File: config.mk
export PLATFORM = sky130hd
export DESIGN_NAME = pll_cfg_responder_flat
export DESIGN_NICKNAME = d
export VERILOG_FILES = /design/src/rtl/pll_cfg_responder_if.sv /design/src/rtl/pll_cfg_responder.sv /design/src/flat_wrapper.sv
export SDC_FILE = /design/constraint.sdc
export NUM_CORES = 1
export LEC_CHECK = 0
export CAP_MARGIN = 15
export CORE_MARGIN = 4
export CORE_UTILIZATION = 30
export DETAILED_ROUTE_END_ITERATION = 10
export PLACE_DENSITY = 0.51
export REMOVE_ABC_BUFFERS = 1
export SYNTH_ARGS = -nofsm -noshare
export SYNTH_HDL_FRONTEND = slang
export SYNTH_SLANG_ARGS = --single-unit
File: constraint.sdc
create_clock -name clk -period 3.1 [get_ports clk]
set_input_delay 0.465 -clock clk [delete_from_list [all_inputs] [get_ports clk]]
set_output_delay 0.465 -clock clk [all_outputs]
set_load 0.005 [all_outputs]
File: src/rtl/pll_cfg_responder_if.sv
// Avalon-MM management port between the underclock sequencer (master)
// and the PLL reconfiguration responder (slave).
interface pll_cfg_responder_if;
  logic        mgmt_write;
  logic        mgmt_read;
  logic [5:0]  mgmt_address;
  logic [31:0] mgmt_writedata;
  logic [31:0] mgmt_readdata;
  logic        mgmt_waitrequest;

  modport master (
    output mgmt_write, mgmt_read, mgmt_address, mgmt_writedata,
    input  mgmt_readdata, mgmt_waitrequest
  );

  modport slave (
    input  mgmt_write, mgmt_read, mgmt_address, mgmt_writedata,
    output mgmt_readdata, mgmt_waitrequest
  );
endinterface

File: src/rtl/pll_cfg_responder.sv
// Behavioural stand-in for the PLL reconfiguration IP. Holds MODE and
// fractional-K shadow registers; a START write launches a fixed-length
// apply, after which the shadowed K is copied to frac_k. During the apply
// the bus is stalled (waitrequest mode) or busy is reported via STATUS
// (polling mode).
module pll_cfg_responder #(
  parameter int unsigned APPLY_CYCLES = 16,
  parameter logic [31:0] RESET_FRAC   = 32'd3639383488
) (
  input  logic                 clk,
  input  logic                 reset,
  pll_cfg_responder_if.slave   mgmt,
  output logic [31:0]          frac_k,
  output logic                 apply_pulse,
  output logic                 locked
);

  localparam int unsigned       CNT_W    = $clog2(APPLY_CYCLES + 1);
  localparam logic [CNT_W-1:0]  CNT_LOAD = CNT_W'(APPLY_CYCLES - 1);

  localparam logic [5:0] ADDR_MODE   = 6'd0;
  localparam logic [5:0] ADDR_STATUS = 6'd1;
  localparam logic [5:0] ADDR_START  = 6'd2;
  localparam logic [5:0] ADDR_K      = 6'd7;

  typedef enum logic {
    ST_IDLE  = 1'b0,
    ST_APPLY = 1'b1
  } state_t;

  state_t           state, state_n;
  logic [CNT_W-1:0] cnt, cnt_n;
  logic             mode, mode_n;
  logic [31:0]      shadow, shadow_n;
  logic [31:0]      frac_n;
  logic             pulse_n;
  logic [31:0]      rdata_n;
  logic             wait_n;
  logic             wr_acc, rd_acc;

  // A request only counts when the bus is not stalled; a write shadows a
  // simultaneous read, which is simply dropped.
  assign wr_acc = mgmt.mgmt_write && !mgmt.mgmt_waitrequest;
  assign rd_acc = mgmt.mgmt_read && !mgmt.mgmt_write && !mgmt.mgmt_waitrequest;

  assign locked = (state == ST_IDLE);

  // Next-state, register-file and read-data logic.
  always_comb begin
    // NOTE: every signal gets a default before any branch so no path
    // leaves it unassigned, which would otherwise infer a latch.
    state_n  = state;
    cnt_n    = cnt;
    mode_n   = mode;
    shadow_n = shadow;
    frac_n   = frac_k;
    pulse_n  = 1'b0;
    rdata_n  = mgmt.mgmt_readdata;

    unique case (state)
      ST_IDLE: begin
        if (wr_acc && mgmt.mgmt_address == ADDR_START) begin
          state_n = ST_APPLY;
          cnt_n   = CNT_LOAD;
        end
      end
      ST_APPLY: begin
        if (cnt == '0) begin
          // Uses the shadow as registered this cycle; a K write accepted in
          // the same cycle lands in the shadow only.
          state_n = ST_IDLE;
          frac_n  = shadow;
          pulse_n = 1'b1;
        end else begin
          cnt_n = cnt - 1'b1;
        end
      end
      default: state_n = ST_IDLE;
    endcase

    if (wr_acc) begin
      if (mgmt.mgmt_address == ADDR_MODE) mode_n   = mgmt.mgmt_writedata[0];
      if (mgmt.mgmt_address == ADDR_K)    shadow_n = mgmt.mgmt_writedata;
    end

    if (rd_acc) begin
      unique case (mgmt.mgmt_address)
        ADDR_MODE:   rdata_n = {31'b0, mode};
        ADDR_STATUS: rdata_n = {31'b0, (state == ST_IDLE)};
        ADDR_K:      rdata_n = shadow;
        default:     rdata_n = 32'b0;
      endcase
    end

    // Derived from next-state values so the registered stall lines up with
    // the state it describes, including a MODE change made mid-apply.
    wait_n = (state_n == ST_APPLY) && !mode_n;
  end

  // State and register update with synchronous active-high reset.
  always_ff @(posedge clk) begin
    // NOTE: sequential state is updated with non-blocking assignments so all
    // registers sample their inputs from the same pre-edge values.
    if (reset) begin
      state                 <= ST_IDLE;
      cnt                   <= '0;
      mode                  <= 1'b0;
      shadow                <= RESET_FRAC;
      frac_k                <= RESET_FRAC;
      apply_pulse           <= 1'b0;
      mgmt.mgmt_readdata    <= 32'b0;
      mgmt.mgmt_waitrequest <= 1'b0;
    end else begin
      state                 <= state_n;
      cnt                   <= cnt_n;
      mode                  <= mode_n;
      shadow                <= shadow_n;
      frac_k                <= frac_n;
      apply_pulse           <= pulse_n;
      mgmt.mgmt_readdata    <= rdata_n;
      mgmt.mgmt_waitrequest <= wait_n;
    end
  end

endmodule

File: src/flat_wrapper.sv
// flat-port wrapper written by rule: the top's interface ports become plain ports
module pll_cfg_responder_flat 
#(
  parameter int unsigned APPLY_CYCLES = 16,
  parameter logic [31:0] RESET_FRAC   = 32'd3639383488
)
  (clk, reset, frac_k, apply_pulse, locked, mgmt_mgmt_write, mgmt_mgmt_read, mgmt_mgmt_address, mgmt_mgmt_writedata, mgmt_mgmt_readdata, mgmt_mgmt_waitrequest);
  pll_cfg_responder_if mgmt_i ();
  input  logic clk;
  input  logic reset;
  output logic [31:0] frac_k;
  output logic apply_pulse;
  output logic locked;
  input wire logic [$bits(mgmt_i.mgmt_write)-1:0] mgmt_mgmt_write;
  input wire logic [$bits(mgmt_i.mgmt_read)-1:0] mgmt_mgmt_read;
  input wire logic [$bits(mgmt_i.mgmt_address)-1:0] mgmt_mgmt_address;
  input wire logic [$bits(mgmt_i.mgmt_writedata)-1:0] mgmt_mgmt_writedata;
  output wire logic [$bits(mgmt_i.mgmt_readdata)-1:0] mgmt_mgmt_readdata;
  output wire logic [$bits(mgmt_i.mgmt_waitrequest)-1:0] mgmt_mgmt_waitrequest;
  assign mgmt_i.mgmt_write = mgmt_mgmt_write;
  assign mgmt_i.mgmt_read = mgmt_mgmt_read;
  assign mgmt_i.mgmt_address = mgmt_mgmt_address;
  assign mgmt_i.mgmt_writedata = mgmt_mgmt_writedata;
  assign mgmt_mgmt_readdata = mgmt_i.mgmt_readdata;
  assign mgmt_mgmt_waitrequest = mgmt_i.mgmt_waitrequest;
  pll_cfg_responder #(.APPLY_CYCLES(APPLY_CYCLES), .RESET_FRAC(RESET_FRAC)) u_core (.clk(clk), .reset(reset), .mgmt(mgmt_i), .frac_k(frac_k), .apply_pulse(apply_pulse), .locked(locked));
endmodule
# Word-level counts from Yosys, hierarchy flattened
# Cells that the tools add are included.
totals:
  regBits: 105
  in_bits: 42
  word_cells: 39
op_classes:
  addsub: 1
  eq_ne: 5
  n_mux: 10
  bitwise_logic: 1
  n_reduce_logical: 14
ops:
  columns: ["cell", "n"]
  rows:
  - ["$pmux W32 S3", 1]
  - ["$mux W5", 2]
  - ["$pmux W5 S2", 1]
  - ["$eq A6 B1 Y1 const B", 1]
  - ["$eq A6 B2 Y1 const B", 1]
  - ["$eq A6 B3 Y1 const B", 1]
  - ["$logic_not A6 Y1", 1]
  - ["$reduce_and A2 Y1", 3]
  - ["$logic_and A1 B1 Y1", 5]
  - ["$logic_not A5 Y1", 1]
  - ["$mux W1", 5]
  - ["$sub A5 B1 Y5 const B", 1]
  - ["$logic_not A1 Y1", 3]
  - ["$ne A2 B1 Y1 const B", 1]
  - ["$ne A2 B2 Y1 const B", 1]
  - ["$pmux W1 S2", 1]
  - ["$reduce_or A2 Y1", 1]
  - ["$not A1 Y1", 1]

# Logic depth before layout (Yosys ltp)
# Gate-level depths: netlist of run 1.
logic_depth:
  depth_word: 6
  ltp_mapped: 7

# Least setup slack after synthesis of run 1
# No wires, ideal clock.
synth_path:
  path_type: "input to register"
  from: "input mgmt_mgmt_address[3]"
  to: "register u_core.shadow[0]"
  setup_ps: 72
  arrival_ps: 1566
  setup_slack_ps: 1462
  cell_stages: 5
  cell_sequence: "nor4b_4 and4b_1 buf_4 buf_6 mux2i_1"
synth_between:
  elab_chain_cells: 2
synth_lines:
  columns: ["element", "line_no", "rtl"]
  rows:
  - ["start: declaration", "flat_wrapper.sv:16", "input wire logic [$bits(mgmt_i.mgmt_address)-1:0] mgmt_mgmt_address;"]
  - ["$eq A6 B3 Y1", "pll_cfg_responder.sv:83", "if (mgmt.mgmt_address == ADDR_K) shadow_n = mgmt.mgmt_writedata;"]
  - ["$reduce_and A2 Y1 (no source line)", null, null]
  - ["end signal: assignment", "pll_cfg_responder.sv:117", "shadow <= shadow_n;"]
  - ["end: declaration", "pll_cfg_responder.sv:34", "logic [31:0] shadow, shadow_n;"]
# Every way passes these cells.
# A chain may end at the register's enable or synchronous reset.

# Worst setup path after layout of run 1
layout_path:
  from: "register u_core.state"
  to: "output locked"
layout_between:
  elab_chain_cells: 1
layout_lines:
  columns: ["element", "line_no", "rtl"]
  rows:
  - ["start: declaration", "pll_cfg_responder.sv:31", "state_t state, state_n;"]
  - ["start signal: assignment", "pll_cfg_responder.sv:114", "state <= state_n;"]
  - ["$not A1 Y1 (no source line)", null, null]
  - ["end: declaration", "flat_wrapper.sv:13", "output logic locked;"]
# Every way passes these cells.

==> impl_metrics.json, run 1 <==
{
  "status": "finished clean",
  "grtUsageTotal": 0.1558,
  "irDropWorstVdd_mv": 0.3632,
  "grt_antenna_before_repair": 0,
  "clock_latency_ns": 0.35,
  "synthTopCellsByArea": "dfxtp_1, mux2i_1, nand2_1",
  "port_buffers": 108,
  "syn_inst": 484,
  "grt_pass1_vias": 3771,
  "final.period_utilization": 0.6394,
  "cts.sinks": 105,
  "end_kind": "primary output",
  "synth_edf_count": 0,
  "postCtsSetupBuffers": 0,
  "drive_above_1_share": 0.06632,
  "cts.hold.buffers_added": 0,
  "nets": 611,
  "synth_ff_type": "dfxtp_1",
  "antenna_cells": 0,
  "setup_viol": 0,
  "fmax_mhz": 504.5,
  "chipHeight_um": 125.7,
  "row_count": 42,
  "numCtsBuffers": 9,
  "firstDrtPassIters": 4,
  "cts.clk_slew.worst_paths_ns": 0.06,
  "crit_fanout": 7,
  "root_buffer": "clkbuf_16",
  "yosysTopAreaCellShare": 0.5062,
  "initialDrtViolationCount": 256,
  "drv_slew": 0,
  "placed_cell_area_sq_um": 5364,
  "async_reset_ff_frac": 0,
  "min_path_type": "reg2reg",
  "grt_pass1_wl_mm": 19.95,
  "vias": 3739,
  "arrival_ns": 1.52,
  "clockBufferDepth": 2,
  "synth_top_area_cell": "dfxtp_1",
  "cts_tree": "yes",
  "relSlewSlack": 0.3970,
  "power.leakage_nw": 1.850,
  "final_area_sq_um": 5699,
  "core-area_sq_um": 13400,
  "yosysMostFrequentCell": "dfxtp_1",
  "fin_worst_skew_ns": 0.007597,
  "syn2layout_area_growth_pct": 37.24,
  "p_total_w": 0.002678,
  "rsz0062_at_grt": "false",
  "synth_seq_area_share": 0.5062,
  "power.density_nw_per_um2": 469.9,
  "final_hold_viol_count": 0,
  "wire_per_inst_um": 16.25,
  "htree_levels": 3,
  "yosys_register_bits": 105,
  "drtAntennaViolNets": 0,
  "grt_max_degree": 85,
  "fin_crit_ns": 1.982,
  "timing.hold.ws_ns": 0.4541,
  "io_pins": 109,
  "syn_area_sq_um": 4153,
  "start_kind": "flip-flop",
  "avgSynthCellArea_sq_um": 8.580,
  "wl_mm": 12.17,
  "cts_resized": 0,
  "gp_congestion": 0.7188,
  "die_area_sq_um": 15790,
  "worstMarginPinSlew_ns": 0.9045,
  "dp_hpwl_mm": 7.594,
  "worst_slack_ns": 1.118,
  "initial_core_util": 0.3099,
  "die_w_um": 125.7,
  "ys_types": 40,
  "ys_warn_count": 0,
  "place_ws_ns": 0.8307,
  "drc_errors": 0,
  "path_class": "reg2out",
  "ys_top_cells_by_count": "dfxtp_1, nand2_1, a21oi_1",
  "maxCapViolations": 0,
  "grt_overflow_total": 0,
  "worstPathRequired_ns": 2.63,
  "via_per_inst": 4.992
}
-- metrics by stage --
step / cells / setup TNS, ns / utilization
floorplan: 437 / -7.581 / -
global placement: 732 / 0 / 0.4003
detailed placement: 732 / 0 / 0.4003
CTS: 748 / 0 / 0.4232
global route: 749 / 0 / 0.4253
finish: 749 / 0 / 0.4253
-- critical path, cell delays in order (launching register included) --
cell and delay [ns]:
dfxtp_1 0.38, inv_1 0.21, clkdlybuf4s50_1 0.58
-- sequential cells by signal, summed over array words and instances (netlist names) --
name and count:
u_core.apply_pulse 1, u_core.shadow 32, u_core.mgmt.mgmt_readdata 32, u_core.cnt 5
u_core.frac_k 32, u_core.mode 1, u_core.state 1, u_core.mgmt.mgmt_waitrequest 1
-- cell type report --
class                   instances  area [sq um]
fillers                      1351          7701
flip-flops and latches        105          2102
multi-input cells             326          1848
repair buffers                120          1199
clock buffers                  12         256.5
well taps                     176         220.2
clock inverters                 4         51.30
inverters                       6         22.52
-- metal layers --
layer | routed length, um | track usage | part of all wire
met5 | 0 | 0 | 0
met4 | 115 | 0.04847 | 0.0094
met3 | 564 | 0.03726 | 0.046
met2 | 5933 | 0.2558 | 0.49
met1 | 5558 | 0.2034 | 0.46
-- layout by cell type (no fill, tap or decap), drive strengths merged, types with 3 or more instances in the layout --
cell type,instances
a21oi,49
a31oi,3
buf,13
clkbuf,12
clkdlybuf4s50,107
dfxtp,105
inv,6
mux2i,32
nand2,68
nand3,48
nand4,32
nor2,32
nor4b,3
o21ai,33
-- logic make-up after synthesis --
family / synth area share
AO/OA/AOI/OAI: 0.1205
buffers and inverters: 0.05544
multiplexers: 0.07713
flip-flops: 0.5062
adder cells (fa/ha/maj): 0.003012
AND/OR/NAND/NOR: 0.2377
-- report_power, final --
group,total (W),leakage [nW],internal (W),switching [W]
sequential,0.00136,0.847,0.00135,0.00000387
combinational,0.000155,0.854,0.0000702,0.0000846
clock,0.00117,0.149,0.000671,0.000495
total,0.00268,1.85,0.00209,0.000584
-- path summary, 6_finish.rpt --
check	start	end	slack (ns)	cells after the start
min reg2reg	u_core.mgmt.mgmt_readdata[16]	u_core.mgmt.mgmt_readdata[16]	0.45	2
min	u_core.mgmt.mgmt_readdata[16]	u_core.mgmt.mgmt_readdata[16]	0.45	2
max reg2reg	u_core.cnt[4]	u_core.cnt[2]	1.14	3
max	u_core.state	locked	1.12	2
Note: power is estimated with default switching activity, not from simulation.
==> run 2, diff against run 1 <==
--- a/config.mk
+++ b/config.mk
@@ -9,7 +9,7 @@
 export CORE_MARGIN = 4
 export CORE_UTILIZATION = 30
 export DETAILED_ROUTE_END_ITERATION = 10
-export PLACE_DENSITY = 0.51
+export PLACE_DENSITY = 0.53
 export REMOVE_ABC_BUFFERS = 1
 export SYNTH_ARGS = -nofsm -noshare
 export SYNTH_HDL_FRONTEND = slang
==> constraint.sdc (replaced) <==
create_clock -name clk -period 1.8 [get_ports clk]
set_input_delay 0.27 -clock clk [delete_from_list [all_inputs] [get_ports clk]]
set_output_delay 0.27 -clock clk [all_outputs]
set_load 0.005 [all_outputs]
==> impl_metrics.json, run 2 (synthesis gave the netlist of run 1 again) <==
{
  "mostFrequentLayoutCells": "clkdlybuf4s50_1, dfxtp_1, nand2_1",
  "final_hold_viol_count": 0,
  "grt_pass1_wl_mm": 20.32,
  "nFillCells": 1358,
  "grt_overflow_total": 0,
  "intPower_w": 0.003394,
  "syn2layout_area_growth_pct": 39.83,
  "antenna_cells": 0,
  "drtAntennaViolNets": 0,
  "power_switching_w": 0.001003,
  "worst_slack_ns": 0.1328,
  "fmax_mhz": 599.8,
  "worstMarginPinSlew_ns": 0.3529,
  "final_common_cell": "clkdlybuf4s50_1",
  "io_pins": 109,
  "maxCapViolations": 0,
  "power.density_nw_per_um2": 757.2,
  "cts.clk_slew.worst_paths_ns": 0.07,
  "clkPwrFrac": 0.402,
  "clockBufferDepth": 2,
  "grt_max_degree": 52,
  "relSlewSlack": 0.7645,
  "grtUsageTotal": 0.1577,
  "wire_per_inst_um": 16.00,
  "drc_errors": 0,
  "chipHeight_um": 125.7,
  "timing.hold.ws_ns": 0.3266,
  "fin_crit_ns": 1.667,
  "clock_latency_ns": 0.35,
  "rsz0062_at_grt": "false",
  "worstPathCellList": "inv_1 -> ha_1 -> nor4b_1 -> or4b_2 -> a31oi_1",
  "arrival_ns": 1.94,
  "wl_mm": 12.22,
  "initial_core_util": 0.3099,
  "start_kind": "flip-flop",
  "setup_viol": 0,
  "status": "finished clean",
  "vias": 3805,
  "root_buffer": "clkbuf_16",
  "slowest_delay_ns": 0.61,
  "numCtsBuffers": 9,
  "fin_worst_skew_ns": 0.006275,
  "row_count": 42,
  "r2r-start": "u_core.cnt[0]",
  "cts_tree": "yes",
  "htree_levels": 3,
  "via_per_inst": 4.980,
  "reg_top3": "u_core.frac_k: 32 flops, u_core.mgmt.mgmt_readdata: 32 flops, u_core.shadow: 32 flops",
  "cp_slowest_cell": "or4b_2",
  "dp_hpwl_mm": 8.566,
  "min_path_type": "in2reg",
  "path_class": "reg2reg",
  "drive_above_1_share": 0.09184,
  "irDropWorstVdd_mv": 0.5144,
  "cts.sinks": 105,
  "place_ws_ns": -0.1944,
  "gp_congestion": 0.7418,
  "core-area_sq_um": 13400,
  "pwr-share-comb": 0.067,
  "nets": 628,
  "die_w_um": 125.7,
  "cp-startpoint": "u_core.cnt[0]",
  "port_buffers": 108,
  "drv_slew": 0,
  "grt_pass1_vias": 3882,
  "die_area_sq_um": 15790,
  "firstDrtPassIters": 4,
  "grt_antenna_before_repair": 0,
  "min_from": "reset",
  "end_kind": "flip-flop",
  "switching_share": 0.2281,
  "crit_fanout": 5,
  "final.period_utilization": 0.9262,
  "seqPwrFrac": 0.532,
  "initialDrtViolationCount": 208,
  "worstPathRequired_ns": 2.08,
  "p_total_w": 0.004397,
  "power.leakage_nw": 1.909
}
==> run 2: worst max-delay path: cells and delay by family, from the launching register on <==
family | cells | cell delay [ns]
AND/OR/NAND/NOR | 2 | 0.76
flip-flops | 1 | 0.39
adder cells (fa/ha/maj) | 1 | 0.20
AO/OA/AOI/OAI | 1 | 0.18
buffers and inverters | 1 | 0.06
==> run 2: power by group through the flow <==
stage | sequential (W) | combinational, W | clock (W)
global placement | 0.00239 | 0.000292 | 0
finish | 0.00234 | 0.000293 | 0.00177
floorplan | 0.00239 | 0.0000839 | 0
CTS | 0.00234 | 0.000296 | 0.00183
detailed placement | 0.00239 | 0.000295 | 0
global route | 0.00234 | 0.000321 | 0.00191
==> run 2: timing repair <==
action / 4_1_cts / 5_1_grt
endpoints found under the setup margin: 1 / 1
cloned: 0 / 0
pin swaps: 0 / 0
hold buffers: 0 / 0
gates resized for setup: 1 / 1
setup buffers: 0 / 1
==> run 2: path summary, 6_finish.rpt <==
check,endpoint,slack [ns],cells past startpoint
worst max-delay path,u_core.cnt[2],0.13,5
worst min-delay path,u_core.frac_k[6],0.33,3
worst max register to register,u_core.cnt[2],0.13,5
worst min register to register,u_core.mgmt.mgmt_readdata[22],0.45,2
==> run 2: layout make-up <==
cell class,count,area (sq um),share of cell area
clock buffer,11,232.7,0.04008
clock inverter,3,20.02,0.003448
inverter,6,26.28,0.004525
multi-input combinational,326,1848,0.3182
sequential,105,2103,0.3622
tap,176,220.2,0.03792
timing repair buffer,137,1356,0.2336
==> run 2: metal layers <==
layer	vias to the layer above	global-route usage	routed length, um
li1	1889	-	-
met2	84	0.2590	5851
met3	13	0.04361	548
met5	-	0	0
met1	1819	0.2037	5660
met4	0	0.04528	161
==> run 2: metrics by stage <==
step	instances	utilization	setup TNS, ns	cell area [sq um]
2_1_floorplan	437	-	-109.56	3945
3_3_place_gp	749	0.4135	-2.605	5542
3_5_place_dp	749	0.4135	-3.915	5542
4_1_cts	763	0.4325	0	5796
5_1_grt	764	0.4333	0	5807
6_report	764	0.4333	0	5807
